### config.mk
export PLATFORM = sky130hd
export DESIGN_NAME = fetch_unit
export DESIGN_NICKNAME = d
export VERILOG_FILES = /design/src/rtl/fetch_unit.sv
export SDC_FILE = /design/constraint.sdc
export NUM_CORES = 1
export LEC_CHECK = 0
export CAP_MARGIN = 20
export CORE_MARGIN = 3
export CORE_UTILIZATION = 54
export CTS_BUF_LIST = sky130_fd_sc_hd__clkbuf_4
export DETAILED_ROUTE_END_ITERATION = 6
export GPL_TIMING_DRIVEN = 0
export PLACE_DENSITY = 0.86
export SKIP_CTS_REPAIR_TIMING = 1
export SYNTH_ARGS = -nofsm -noshare
export SYNTH_HDL_FRONTEND = slang
export SYNTH_SLANG_ARGS = --single-unit
### constraint.sdc
create_clock -name clk -period 2.7 [get_ports clk]
set_input_delay 0.81 -clock clk [delete_from_list [all_inputs] [get_ports clk]]
set_output_delay 0.81 -clock clk [all_outputs]
set_load 0.01 [all_outputs]
### src/rtl/fetch_unit.sv
// Program counter, return-address stack and run/halt/fault control for the
// 9-bit CPU's instruction fetch; pc indexes a combinational instruction ROM.
module fetch_unit #(
  parameter int DEPTH      = 4,
  parameter int SUB_BASE   = 100,
  parameter int SUB_STRIDE = 32,
  localparam int DW        = $clog2(DEPTH + 1)
) (
  input  logic          clk,
  input  logic          reset,
  input  logic          start,
  input  logic          stall,
  input  logic          br_take,
  input  logic [9:0]    br_target,
  input  logic          call_en,
  input  logic [3:0]    call_idx,
  input  logic          ret_en,
  input  logic          halt_en,
  output logic [9:0]    pc,
  output logic          running,
  output logic          done,
  output logic          fault,
  output logic [DW-1:0] depth
);

  localparam int          SLOTS = 1 << DW;
  localparam logic [DW-1:0] FULL = DW'(DEPTH);
  localparam logic [DW-1:0] ONE  = DW'(1);

  typedef enum logic [1:0] {IDLE, RUN, HALT, FAULT} state_t;

  state_t     state;
  logic [9:0] stack [0:SLOTS-1];
  logic       advance;
  logic       push;

  // Entry address of subroutine idx, wrapped to the 10-bit address space.
  function automatic logic [9:0] sub_addr(input logic [3:0] idx);
    logic [31:0] a;
    a = 32'(SUB_BASE) + 32'(idx) * 32'(SUB_STRIDE);
    return a[9:0];
  endfunction

  assign advance = (state == RUN) && !stall;
  assign push    = advance && !halt_en && !ret_en && call_en && (depth != FULL);

  // Stack storage carries no reset; occupancy is tracked by depth alone.
  always_ff @(posedge clk) begin
    if (!reset && push)
      stack[depth] <= pc + 10'd1;
  end

  always_ff @(posedge clk) begin
    if (reset) begin
      state   <= IDLE;
      pc      <= 10'd0;
      depth   <= '0;
      running <= 1'b0;
      done    <= 1'b0;
      fault   <= 1'b0;
    end else if (state != RUN) begin
      if (start) begin
        state   <= RUN;
        pc      <= 10'd0;
        depth   <= '0;
        running <= 1'b1;
        done    <= 1'b0;
        fault   <= 1'b0;
      end
    end else if (advance) begin
      if (halt_en) begin
        state   <= HALT;
        running <= 1'b0;
        done    <= 1'b1;
      end else if (ret_en) begin
        if (depth == '0) begin
          state   <= FAULT;
          running <= 1'b0;
          done    <= 1'b1;
          fault   <= 1'b1;
        end else begin
          pc    <= stack[depth - ONE];
          depth <= depth - ONE;
        end
      end else if (call_en) begin
        if (depth == FULL) begin
          state   <= FAULT;
          running <= 1'b0;
          done    <= 1'b1;
          fault   <= 1'b1;
        end else begin
          pc    <= sub_addr(call_idx);
          depth <= depth + ONE;
        end
      end else if (br_take) begin
        pc <= br_target;
      end else begin
        pc <= pc + 10'd1;
      end
    end
  end

endmodule
==> metrics <==
status finished, final reports clean; Hold Crit Endpoint running; Required @ worst endpoint approximately 2.9 ns; grt total ovfl 0; initial antenna violation count 0; DP Worst Slack -1.092 ns; post-synthesis cell count 286; Inst Count DP ~420; clock buffer depth 2; clock net sink count 97; Synth Register Bits just under 100; Post-Syn Nets between 300 and 400; vias per cell ~6.4; ys flop type edfxtp_1; Routed WL just under 10000 um; Critical Path Slowest Stage Cell clkdlybuf4s50_1; crit share post-route approximately 100%; Final Non-Filler Cells 448; worst hold stages 2; Synth cell types a little under 50; Pre-Repair DR Iteration Count 5; P per Cell Area approximately 530 nW/um2; Syn-to-layout area delta 21.76%; Layout fillers between 400 and 500; max incr delay on CP 0.61 ns; Clk pin slew, worst setup/hold paths ~0.15 ns; Hold Startpoint running; Lkg Pwr between 1.5 and 2 nW; Power, Total 0.002740 W; CP max FO 10; Num CTS Buffers 9; largest net degree at the start of global routing 18; Critical Path, Cell by Cell clkdlybuf4s50_1 > clkbuf_2 > nor4b_2 > nand4_1 > buf_4 > nor2_2 > buf_6; worst r2r src depth[0]; Peak Freq between 300 and 400 MHz; headroom to the max-slew limit 44.86%; # DRC 0; startpoint type of the worst setup path input pin; DRT iter0 DRCs 273; VDD IR max about 0.00028 V; final net count ~370; yosys warns 0; WL/cell 22.13 um; post-route ant nets 0; Max Cap Violations 0; die width approximately 95 um; placer congestion estimate between 0.9 and 1; register area around 2700 um2; DP Wirelength 6063 um; Worst-Skew Late Latency 0.45 ns; Worst Hold Class flop to flop; fraction of layout cells with a size suffix above 1 about a fifth; Final setup viols 0; hold slack roughly 0.47 ns; I/O Buffers 36; Post-synth EDFFs 80; Critical Path End Type flop; H-tree lvl count 3; Ports 38; first-pass GRT wire length 14600 um; R2R cell count 10; total global routing track utilization 22.26%; post-route setup TNS 0 ns; Worst path top cell family by delay buffers and inverters; Worst R2R Setup Slack 0.08 ns; Syn Area/Cell ~15 um2; async set or reset register ratio after synthesis 0%; Initial Utilization between 50% and 60%; worst slew pin tran between 0.8 and 0.9 ns; CP Buf/Inv Count 4; kind of critical path input pin to flop; crit path DAT 2.86 ns; Root Buffer clkbuf_4; Max Transition Viols Final 0; Core Region around 7400 um2; sequential share of the synthesized area 64.19%; Setup WS post-layout roughly 0.0046 ns; most frequent cells in the layout edfxtp_1, clkdlybuf4s50_1, nand2_1, mux4_2, dfxtp_1; Hold Fails Final Rpt 0; die area 9016 um2; via count of the routed design 2871; CTS tree yes; fin crit period 2.695 ns; vias in the first global route approximately 2700; Mapped Area between 4000 and 5000 um2; most common cell after layout, fill and taps aside edfxtp_1; Ant. Diodes 0; site row count 31; Die H 94.96 um; Worst R2R End pc[9]; multi-input logic area 1536 um2; skew final between 0.02 and 0.025 ns
synthesized netlist by cell type (all sizes together) (3+ instances only):
master	number	area [um2]
a211oi	3	27.52
clkbuf	7	26.28
a32o	3	30.03
buf	5	28.77
nor2	17	63.81
inv	10	37.54
nand4	4	25.02
mux4	20	450.4
o31a	3	26.28
ha	5	62.56
nor3	8	40.04
nand3	5	25.02
dfxtp	17	340.3
nand2b	9	56.30
mux2i	11	110.1
nand2	20	75.07
xor2	5	43.79
o21ai	8	43.79
xnor2	7	61.31
edfxtp	80	2402
a21oi	7	35.03
cells by family after synthesis:
family                     share of synthesized area [%]
xor gates and xnor gates                           2.460
buffers and inverters                              2.167
AOI/OAI and AO/OA                                  7.321
adders and majority gates                          1.464
muxes                                              13.38
DFF                                                64.19
and+or+nand+nor                                    9.019
cell type report:
cell class                      count  share of cell area, %
Sequential cell                    97                  52.79
Multi-Input combinational cell    167                  29.53
Timing Repair Buffer               47                  9.620
Tap cell                           99                  2.381
Clock inverter                      6                  1.756
Buffer                             12                  1.756
Clock buffer                       10                  1.443
Inverter                           10                 0.7215
report_power, final:
part           internal (W)  leakage, nW  total [W]  switching (W)
Combinational      0.000111        0.746   0.000234       0.000123
Sequential          0.00162        0.866    0.00163      0.0000116
Clock              0.000391       0.0910   0.000877       0.000485
sequential cells by signal, summed over array words and instances (netlist names):
register	flops
running	1
stack	80
pc	10
fault	1
state	1
depth	3
done	1
worst register-to-register path: stages, from the launching register on:
cell	delay, ns
dfxtp_4	0.40
buf_8	0.16
buf_8	0.16
inv_1	0.20
ha_4	0.21
xor2_4	0.25
buf_12	0.20
mux4_2	0.50
nand2_1	0.10
nand3_1	0.08
a32o_1	0.26
layer usage:
metal	global-route usage [%]	vias up	wire length [um]
met5	0	-	0
met4	9.856	0	382
met3	5.817	36	895
met2	34.41	184	4749
met1	29.91	1410	3885
li1	-	1241	-
worst max path at each step:
| stage | start | end | cells past startpoint |
|---|---|---|---|
| floorplan | depth[0] | pc[9] | 10 |
| global placement | call_en | stack[3][1] | 5 |
| detailed placement | call_en | stack[3][1] | 5 |
| CTS | call_en | stack[3][9] | 5 |
| global route | call_en | stack[5][7] | 7 |
| finish | call_en | stack[3][7] | 7 |
stage by stage:
stage / util (%) / instance area, um2
6_report: 69.86 / 5202
5_1_grt: 69.86 / 5202
4_1_cts: 66.38 / 4943
3_5_place_dp: 64.15 / 4777
3_3_place_gp: 64.15 / 4777
2_1_floorplan: - / 4293
Power figures use the tool's default switching activity.
